<file path="src/rtl/dbg_pkg.sv">
// Shared definitions for the debug run-control unit.
//   run_state_e  : run FSM states (RUN=0, HALTED=1, STEP=2)
//   halt_cause_e : reason for the most recent halt, as seen by the debugger
//   rd_state_e   : debugger read FSM states
//   idx_width()  : index width that never collapses to zero bits
//   pick_cause() : halt-cause priority HLT > BP > DBG
package dbg_pkg;

    typedef enum logic [1:0] {
        RS_RUN    = 2'd0,
        RS_HALTED = 2'd1,
        RS_STEP   = 2'd2
    } run_state_e;

    typedef enum logic [2:0] {
        CAUSE_RESET = 3'd0,
        CAUSE_DBG   = 3'd1,
        CAUSE_BP    = 3'd2,
        CAUSE_HLT   = 3'd3,
        CAUSE_STEP  = 3'd4
    } halt_cause_e;

    typedef enum logic {
        RD_IDLE = 1'b0,
        RD_WAIT = 1'b1
    } rd_state_e;

    function automatic int idx_width(input int n);
        return (n > 1) ? $clog2(n) : 1;
    endfunction

    function automatic halt_cause_e pick_cause(input logic hlt, input logic bp);
        if (hlt) begin
            return CAUSE_HLT;
        end
        if (bp) begin
            return CAUSE_BP;
        end
        return CAUSE_DBG;
    endfunction

endpackage

</file>
<file path="src/rtl/dbg_run_ctrl_if.sv">
// Debugger-facing bus of the run-control unit.
//   Run control : dbg_halt_req, dbg_resume, dbg_step
//   BP writes   : bp_wr_en, bp_wr_idx, bp_wr_addr, bp_wr_vld
//   Word read   : rd_req/rd_addr (request), rd_ack/rd_err/rd_data (completion)
// master = debugger side, slave = dbg_run_ctrl side.
interface dbg_run_ctrl_if #(
    parameter int XLEN   = 32,
    parameter int ADDR_W = 8,
    parameter int NUM_BP = 4
);
    import dbg_pkg::*;

    localparam int BP_IDX_W = idx_width(NUM_BP);

    logic                dbg_halt_req;
    logic                dbg_resume;
    logic                dbg_step;
    logic                bp_wr_en;
    logic [BP_IDX_W-1:0] bp_wr_idx;
    logic [XLEN-1:0]     bp_wr_addr;
    logic                bp_wr_vld;
    logic                rd_req;
    logic [ADDR_W-1:0]   rd_addr;
    logic                rd_ack;
    logic                rd_err;
    logic [XLEN-1:0]     rd_data;

    modport master (
        output dbg_halt_req, dbg_resume, dbg_step,
        output bp_wr_en, bp_wr_idx, bp_wr_addr, bp_wr_vld,
        output rd_req, rd_addr,
        input  rd_ack, rd_err, rd_data
    );

    modport slave (
        input  dbg_halt_req, dbg_resume, dbg_step,
        input  bp_wr_en, bp_wr_idx, bp_wr_addr, bp_wr_vld,
        input  rd_req, rd_addr,
        output rd_ack, rd_err, rd_data
    );

endinterface

</file>
<file path="src/rtl/dbg_bp_match.sv">
// PC breakpoint table with parallel comparators.
//   clk, rst  : clock, asynchronous active-low reset (clears all enables)
//   wr_*_i    : table write port; a write is visible from the next cycle
//   pc_i      : PC to compare
//   hit_o     : some enabled channel matches pc_i
module dbg_bp_match #(
    parameter int XLEN   = 32,
    parameter int NUM_BP = 4,
    parameter int IDX_W  = 2
) (
    input  logic             clk,
    input  logic             rst,
    input  logic             wr_en_i,
    input  logic [IDX_W-1:0] wr_idx_i,
    input  logic [XLEN-1:0]  wr_addr_i,
    input  logic             wr_vld_i,
    input  logic [XLEN-1:0]  pc_i,
    output logic             hit_o
);

    logic [NUM_BP-1:0] match;

    for (genvar gi = 0; gi < NUM_BP; gi++) begin : g_bp
        logic [XLEN-1:0] addr_q;
        logic            vld_q;

        always_ff @(posedge clk or negedge rst) begin
            if (!rst) begin
                addr_q <= '0;
                vld_q  <= 1'b0;
            end else if (wr_en_i && (wr_idx_i == IDX_W'(gi))) begin
                addr_q <= wr_addr_i;
                vld_q  <= wr_vld_i;
            end
        end

        assign match[gi] = vld_q && (addr_q == pc_i);
    end

    assign hit_o = |match;

endmodule

</file>
<file path="src/rtl/dbg_run_ctrl.sv">
// Debug run-control unit for the RV32I core.
//   clk, rst     : core clock, asynchronous active-low reset
//   core_hlt     : halt-instruction decode (level)
//   pc           : PC of the instruction presented this cycle
//   dbg          : debugger bus (run control, breakpoint writes, word reads)
//   mem_rd_*     : data-memory read port, data valid RD_LAT cycles after mem_rd_en
//   core_result  : datapath result bus
//   core_ce      : core clock-enable, core state updates only when 1
//   halted       : unit is in HALTED
//   halt_cause   : cause of the last halt (halt_cause_e codes)
//   result_out   : rd_data while halted, core_result otherwise
module dbg_run_ctrl
    import dbg_pkg::*;
#(
    parameter int XLEN         = 32,
    parameter int ADDR_W       = 8,
    parameter int NUM_BP       = 4,
    parameter int RD_LAT       = 1,
    parameter bit RESET_HALTED = 1'b0
) (
    input  logic              clk,
    input  logic              rst,
    input  logic              core_hlt,
    input  logic [XLEN-1:0]   pc,
    dbg_run_ctrl_if.slave     dbg,
    output logic              mem_rd_en,
    output logic [ADDR_W-3:0] mem_rd_addr,
    input  logic [XLEN-1:0]   mem_rd_data,
    input  logic [XLEN-1:0]   core_result,
    output logic              core_ce,
    output logic              halted,
    output logic [2:0]        halt_cause,
    output logic [XLEN-1:0]   result_out
);

    localparam int              BP_IDX_W = idx_width(NUM_BP);
    localparam int              CNT_W    = idx_width(RD_LAT);
    localparam logic [CNT_W-1:0] CNT_LOAD = CNT_W'(RD_LAT - 1);

    run_state_e       run_q, run_d;
    halt_cause_e      cause_q, cause_d;
    logic             skip_bp_q, skip_bp_d;
    rd_state_e        rd_state_q, rd_state_d;
    logic [CNT_W-1:0] rd_cnt_q, rd_cnt_d;
    logic             rd_ack_q, rd_ack_d;
    logic             rd_err_q, rd_err_d;
    logic [XLEN-1:0]  rd_data_q, rd_data_d;

    logic bp_hit_raw, bp_hit, halt_now, rd_accept, rd_busy, cmd_blocked;

    dbg_bp_match #(
        .XLEN   (XLEN),
        .NUM_BP (NUM_BP),
        .IDX_W  (BP_IDX_W)
    ) u_bp_match (
        .clk       (clk),
        .rst       (rst),
        .wr_en_i   (dbg.bp_wr_en),
        .wr_idx_i  (dbg.bp_wr_idx),
        .wr_addr_i (dbg.bp_wr_addr),
        .wr_vld_i  (dbg.bp_wr_vld),
        .pc_i      (pc),
        .hit_o     (bp_hit_raw)
    );

    // After resume/step the breakpoint at the current PC must not re-fire,
    // otherwise the core could never move past it.
    assign bp_hit = bp_hit_raw & ~skip_bp_q;
    assign halted = (run_q == RS_HALTED);

    // Read FSM. The ack cycle is excluded from acceptance because the
    // requester only drops rd_req on the following cycle.
    always_comb begin
        rd_state_d = rd_state_q;
        rd_cnt_d   = rd_cnt_q;
        rd_ack_d   = 1'b0;
        rd_err_d   = 1'b0;
        rd_data_d  = rd_data_q;
        rd_accept  = 1'b0;
        mem_rd_en  = 1'b0;
        case (rd_state_q)
            RD_IDLE: begin
                if (dbg.rd_req && !rd_ack_q) begin
                    rd_accept = 1'b1;
                    if (halted) begin
                        mem_rd_en  = 1'b1;
                        rd_state_d = RD_WAIT;
                        rd_cnt_d   = CNT_LOAD;
                    end else begin
                        rd_ack_d = 1'b1;
                        rd_err_d = 1'b1;
                    end
                end
            end
            RD_WAIT: begin
                if (rd_cnt_q == '0) begin
                    rd_data_d  = mem_rd_data;
                    rd_ack_d   = 1'b1;
                    rd_state_d = RD_IDLE;
                end else begin
                    rd_cnt_d = rd_cnt_q - 1'b1;
                end
            end
            default: rd_state_d = RD_IDLE;
        endcase
    end

    assign mem_rd_addr = dbg.rd_addr[ADDR_W-1:2];
    // A read being launched this cycle already counts as busy so that a
    // resume cannot let the core run while memory is being read.
    assign rd_busy     = (rd_state_q == RD_WAIT) || (rd_accept && halted);

    // Run FSM.
    always_comb begin
        run_d       = run_q;
        cause_d     = cause_q;
        skip_bp_d   = skip_bp_q;
        core_ce     = 1'b0;
        halt_now    = 1'b0;
        cmd_blocked = (core_hlt && (cause_q == CAUSE_HLT)) || rd_busy;
        case (run_q)
            RS_RUN: begin
                halt_now  = bp_hit | core_hlt | dbg.dbg_halt_req;
                core_ce   = ~halt_now;
                skip_bp_d = 1'b0;
                if (halt_now) begin
                    run_d   = RS_HALTED;
                    cause_d = pick_cause(core_hlt, bp_hit);
                end
            end
            RS_HALTED: begin
                if (!cmd_blocked) begin
                    if (dbg.dbg_resume) begin
                        run_d     = RS_RUN;
                        skip_bp_d = 1'b1;
                    end else if (dbg.dbg_step) begin
                        run_d     = RS_STEP;
                        skip_bp_d = 1'b1;
                    end
                end
            end
            RS_STEP: begin
                run_d   = RS_HALTED;
                core_ce = ~core_hlt;
                cause_d = core_hlt ? CAUSE_HLT : CAUSE_STEP;
            end
            default: run_d = RS_HALTED;
        endcase
    end

    always_ff @(posedge clk or negedge rst) begin
        if (!rst) begin
            run_q      <= RESET_HALTED ? RS_HALTED : RS_RUN;
            cause_q    <= CAUSE_RESET;
            skip_bp_q  <= 1'b0;
            rd_state_q <= RD_IDLE;
            rd_cnt_q   <= '0;
            rd_ack_q   <= 1'b0;
            rd_err_q   <= 1'b0;
            rd_data_q  <= '0;
        end else begin
            run_q      <= run_d;
            cause_q    <= cause_d;
            skip_bp_q  <= skip_bp_d;
            rd_state_q <= rd_state_d;
            rd_cnt_q   <= rd_cnt_d;
            rd_ack_q   <= rd_ack_d;
            rd_err_q   <= rd_err_d;
            rd_data_q  <= rd_data_d;
        end
    end

    assign dbg.rd_ack  = rd_ack_q;
    assign dbg.rd_err  = rd_err_q;
    assign dbg.rd_data = rd_data_q;
    assign halt_cause  = cause_q;
    assign result_out  = halted ? rd_data_q : core_result;

endmodule
</file>
<file path="src/flat_wrapper.sv">
// flat-port wrapper written by rule: the top's interface ports become plain ports
module dbg_run_ctrl_flat import dbg_pkg::*;
#(
    parameter int XLEN         = 32,
    parameter int ADDR_W       = 8,
    parameter int NUM_BP       = 4,
    parameter int RD_LAT       = 1,
    parameter bit RESET_HALTED = 1'b0
)
  (clk, rst, core_hlt, pc, mem_rd_en, mem_rd_addr, mem_rd_data, core_result, core_ce, halted, halt_cause, result_out, dbg_dbg_halt_req, dbg_dbg_resume, dbg_dbg_step, dbg_bp_wr_en, dbg_bp_wr_idx, dbg_bp_wr_addr, dbg_bp_wr_vld, dbg_rd_req, dbg_rd_addr, dbg_rd_ack, dbg_rd_err, dbg_rd_data);
  dbg_run_ctrl_if #(.XLEN(XLEN), .ADDR_W(ADDR_W), .NUM_BP(NUM_BP)) dbg_i ();
  input  logic clk;
  input  logic rst;
  input  logic core_hlt;
  input  logic [XLEN-1:0] pc;
  output logic mem_rd_en;
  output logic [ADDR_W-3:0] mem_rd_addr;
  input  logic [XLEN-1:0] mem_rd_data;
  input  logic [XLEN-1:0] core_result;
  output logic core_ce;
  output logic halted;
  output logic [2:0] halt_cause;
  output logic [XLEN-1:0] result_out;
  input wire logic [$bits(dbg_i.dbg_halt_req)-1:0] dbg_dbg_halt_req;
  input wire logic [$bits(dbg_i.dbg_resume)-1:0] dbg_dbg_resume;
  input wire logic [$bits(dbg_i.dbg_step)-1:0] dbg_dbg_step;
  input wire logic [$bits(dbg_i.bp_wr_en)-1:0] dbg_bp_wr_en;
  input wire logic [$bits(dbg_i.bp_wr_idx)-1:0] dbg_bp_wr_idx;
  input wire logic [$bits(dbg_i.bp_wr_addr)-1:0] dbg_bp_wr_addr;
  input wire logic [$bits(dbg_i.bp_wr_vld)-1:0] dbg_bp_wr_vld;
  input wire logic [$bits(dbg_i.rd_req)-1:0] dbg_rd_req;
  input wire logic [$bits(dbg_i.rd_addr)-1:0] dbg_rd_addr;
  output wire logic [$bits(dbg_i.rd_ack)-1:0] dbg_rd_ack;
  output wire logic [$bits(dbg_i.rd_err)-1:0] dbg_rd_err;
  output wire logic [$bits(dbg_i.rd_data)-1:0] dbg_rd_data;
  assign dbg_i.dbg_halt_req = dbg_dbg_halt_req;
  assign dbg_i.dbg_resume = dbg_dbg_resume;
  assign dbg_i.dbg_step = dbg_dbg_step;
  assign dbg_i.bp_wr_en = dbg_bp_wr_en;
  assign dbg_i.bp_wr_idx = dbg_bp_wr_idx;
  assign dbg_i.bp_wr_addr = dbg_bp_wr_addr;
  assign dbg_i.bp_wr_vld = dbg_bp_wr_vld;
  assign dbg_i.rd_req = dbg_rd_req;
  assign dbg_i.rd_addr = dbg_rd_addr;
  assign dbg_rd_ack = dbg_i.rd_ack;
  assign dbg_rd_err = dbg_i.rd_err;
  assign dbg_rd_data = dbg_i.rd_data;
  dbg_run_ctrl #(.XLEN(XLEN), .ADDR_W(ADDR_W), .NUM_BP(NUM_BP), .RD_LAT(RD_LAT), .RESET_HALTED(RESET_HALTED)) u_core (.clk(clk), .rst(rst), .core_hlt(core_hlt), .pc(pc), .dbg(dbg_i), .mem_rd_en(mem_rd_en), .mem_rd_addr(mem_rd_addr), .mem_rd_data(mem_rd_data), .core_result(core_result), .core_ce(core_ce), .halted(halted), .halt_cause(halt_cause), .result_out(result_out));
endmodule
</file>
<file path="config.mk">
export PLATFORM = sky130hd
export DESIGN_NAME = dbg_run_ctrl_flat
export DESIGN_NICKNAME = d
export VERILOG_FILES = /design/src/rtl/dbg_pkg.sv /design/src/rtl/dbg_run_ctrl_if.sv /design/src/rtl/dbg_bp_match.sv /design/src/rtl/dbg_run_ctrl.sv /design/src/flat_wrapper.sv
export SDC_FILE = /design/constraint.sdc
export NUM_CORES = 1
export LEC_CHECK = 0
export CAP_MARGIN = 20
export CORE_ASPECT_RATIO = 1.4
export CORE_MARGIN = 2
export CORE_UTILIZATION = 49
export DETAILED_ROUTE_END_ITERATION = 10
export HOLD_SLACK_MARGIN = 0.06
export PLACE_DENSITY = 0.81
export SLEW_MARGIN = 40
export SYNTH_ARGS = -nofsm -noshare
export SYNTH_HDL_FRONTEND = slang
export SYNTH_HIERARCHICAL = 1
export SYNTH_SLANG_ARGS = --single-unit
</file>
<file path="constraint.sdc">
create_clock -name clk -period 2.55 [get_ports clk]
set_input_delay 0.255 -clock clk [delete_from_list [all_inputs] [get_ports clk]]
set_output_delay 0.255 -clock clk [all_outputs]
set_load 0.01 [all_outputs]
</file>
==> qor.txt <==
status = finished, violations left
violated checks = setup timing
Cell variety after synth = 32
vias = 6145
CTS Buf Count = 17
crit path kind = input pin to output port
nets = 1072
grt ovf = 0
Ys Warns = 6
vias in the first global route = 6316
area grow syn2layout = 37.76%
# IOs = 225
sequential-to-total area share from yosys stat = 0.5141
H-Tree Depth = 4
Placed Cells = 1107
largest area contributor in the netlist = dfrtp_1
Worst R2R Path Depth = 10
Avg WL per Cell = 20.64 um
initial core utilization = 0.5007
combinational share of power = 0.399
multi-input logic area = 3850 um2
drt via density = 5.386
Synth top area share = 0.5141
Psw = 3539 uW
DRC = 0
First-pass DRT Iterations = 5
Post-synth ARST share = 1.000
worst ir drop on vdd = 396.1 uV
min Tclk post-route = 2.709 ns
initial antenna violation count = 0
Initial DRC Count = 372
FILL cells = 1255
Routed Wire Length = 23.55 mm
RSZ-0062 raised after global routing = yes
post-synthesis simple-gate area fraction = 0.09183
buffers added on ports = 210
final hold vios = 0
Pleak = 0.004869 uW
Pint = 7483 uW
compound-cell area share of the yosys netlist = 0.01486
Final WS setup = -0.1589 ns
Slew headroom = 0.6552
global-route usage over all layers = 0.2606
DPL Wire Length = 17.69 mm
count leader, synth = dfrtp_1
Required @ worst endpoint = 2.30 ns
Routed Antenna Nets = 0
Sink Count = 173
global-route wire length before repair = 35.29 mm
Final setup violation count = 1
overall power = 11020 uW
Clock Skew = 0.005240 ns
Synth Register Bits = 173
Post-synth EDFFs = 0
top cells by count, synth = dfrtp_1, mux2_2, xnor2_1
xor/xnor share of the synthesized area = 0.1269
CP startpoint kind = input pin
diode count = 0
worst skew pair latency = 0.42 ns
Max Buffers Root-to-Sink = 2
fin crit share = 1.062
Core ar. = 16820 um2
power density over the cells = 950.2 nW/um2
top_reg_cell synth = dfrtp_1
Clock power frac = 0.236
worst path arrival time = 2.45 ns
multiplexer area fraction after synthesis = 0.2180
max_cap viols = 0
pre-CTS WS = -0.6239 ns
Hold Crit Class = input pin to async pin
Die W = 114.8 um
CTS tree = yes
clock slew at reported path FFs = 0.06 ns
Mean Syn Cell Area = 12.00 um2
Critical Path Sink Type = output port
largest family of logic cells by synthesized area = multiplexers
mapped cell area = 8421 um2
sequential share of power = 0.365
main area contributors after synthesis = dfrtp_1, mux2_2, xnor2_1
Fmax = 369.2 MHz
fraction of layout cells with a size suffix above 1 = 0.2655
routability cong. = 0.9653
largest net degree at the start of global routing = 61
syn nets = 849
Non-Filler Instances = 1141
Sw Ratio = 0.3211
Crit Path Max Fanout = 4
Worst-Margin Slew = 0.5172 ns
Die Footprint = 18260 um2
# rows = 56
Final Max Tran Viols = 0
Die Ht = 159.1 um
Post-Syn Instances = 702
Synth Area in Adders = 0
Root Buffer = clkbuf_16
Sequential Area = 4330 um2
WHS = 0.3515 ns
[through the flow]
step	TNS [ns]	util	instance area (um2)
floorplan	0	-	8421
global placement	-0.8247	0.6496	10920
detailed placement	-0.9656	0.6496	10920
CTS	-0.1256	0.6885	11580
global route	-0.2537	0.6898	11600
finish	-0.1589	0.6898	11600
[per-layer routing]
metal | wire length, um | GRT usage
met5 | 0 | 0
met4 | 872 | 0.1090
met2 | 12080 | 0.4583
met1 | 8861 | 0.2947
met3 | 1733 | 0.07004
[state kept, by name (all words and copies together), names as in the netlist]
signal	count
u_core/u_bp_match/g_bp.addr_q	128
u_core/dbg.rd_data	32
u_core/u_bp_match/g_bp.vld_q	4
u_core/halt_cause	3
u_core/run_q	2
u_core/dbg.rd_ack	1
u_core/dbg.rd_err	1
u_core/rd_state_q	1
u_core/skip_bp_q	1
[layout by cell type, fill, tap and decap left out, drive strengths merged, types with 3 or more instances in the layout]
master         instances
and3                   3
buf                   46
clkbuf                22
clkdlybuf4s50        198
clkinv                 6
dfrtp                173
dlygate4sd2            3
dlymetal6s2s           7
inv                   10
mux2                 163
nand2                 99
nand2b                 3
nand3                  7
nand4                 27
nor2                   3
nor3                   6
nor4                   8
o21ai                 10
xnor2                110
xor2                  12
[worst max-delay path, stage by stage]
cell             delay [ns]
clkdlybuf4s50_1        0.60
xnor2_1                0.12
buf_4                  0.16
nand4_1                0.10
nor4_2                 0.05
nand4_1                0.09
nand4_1                0.19
nor2b_4                0.19
or4_4                  0.42
a21oi_2                0.13
buf_2                  0.15
[power groups by stage]
stage	logic (uW)	clock network, uW	registers [uW]
2_1_floorplan	2000	0	4040
3_3_place_gp	4340	0	4020
3_5_place_dp	4390	0	4060
4_1_cts	4430	2650	4020
5_1_grt	4700	2760	4110
6_report	4400	2600	4020
[final timing paths]
path	from	end	slack, ns
max	pc[15]	core_ce	-0.16
min	rst	u_core/u_bp_match/g_bp[1].addr_q[19]$_DFFE_PN0P_	0.35
max reg2reg	u_core/u_bp_match/g_bp[0].addr_q[15]$_DFFE_PN0P_	u_core/run_q[0]$_DFFE_PN0P_	0.28
min reg2reg	u_core/rd_state_q$_DFF_PN0_	u_core/rd_state_q$_DFF_PN0_	0.47
max in group asynchronous	rst	u_core/dbg.rd_data[17]$_DFFE_PN0P_	1.42
min in group clk	mem_rd_data[2]	u_core/dbg.rd_data[2]$_DFFE_PN0P_	0.44
[cell type report]
type / instances / area share
Clock buffer: 22 / 0.04174
Clock inverter: 10 / 0.009708
Inverter: 10 / 0.003236
Multi-Input combinational cell: 468 / 0.3319
Sequential cell: 173 / 0.3733
Tap cell: 203 / 0.02190
Timing Repair Buffer: 255 / 0.2182
[kinds of logic (layout without fill, tap and decap cells)]
kind of cell	after synthesis	after routing
flops	173	173
compound gates	20	20
buf+inv	61	297
xor+xnor	122	122
simple gates	163	163
mux	163	163
[timing repair]
| action | CTS | global route |
|---|---|---|
| endpoints found under the setup margin | 1 | 8 |
| gates resized for setup | 15 | 9 |
| hold buffers | 1 | 0 |
| pin swaps | 3 | 1 |
| buffers inserted | 1 | 0 |
| hold endpoints to repair | 51 | 0 |
Power figures use the tool's default switching activity.
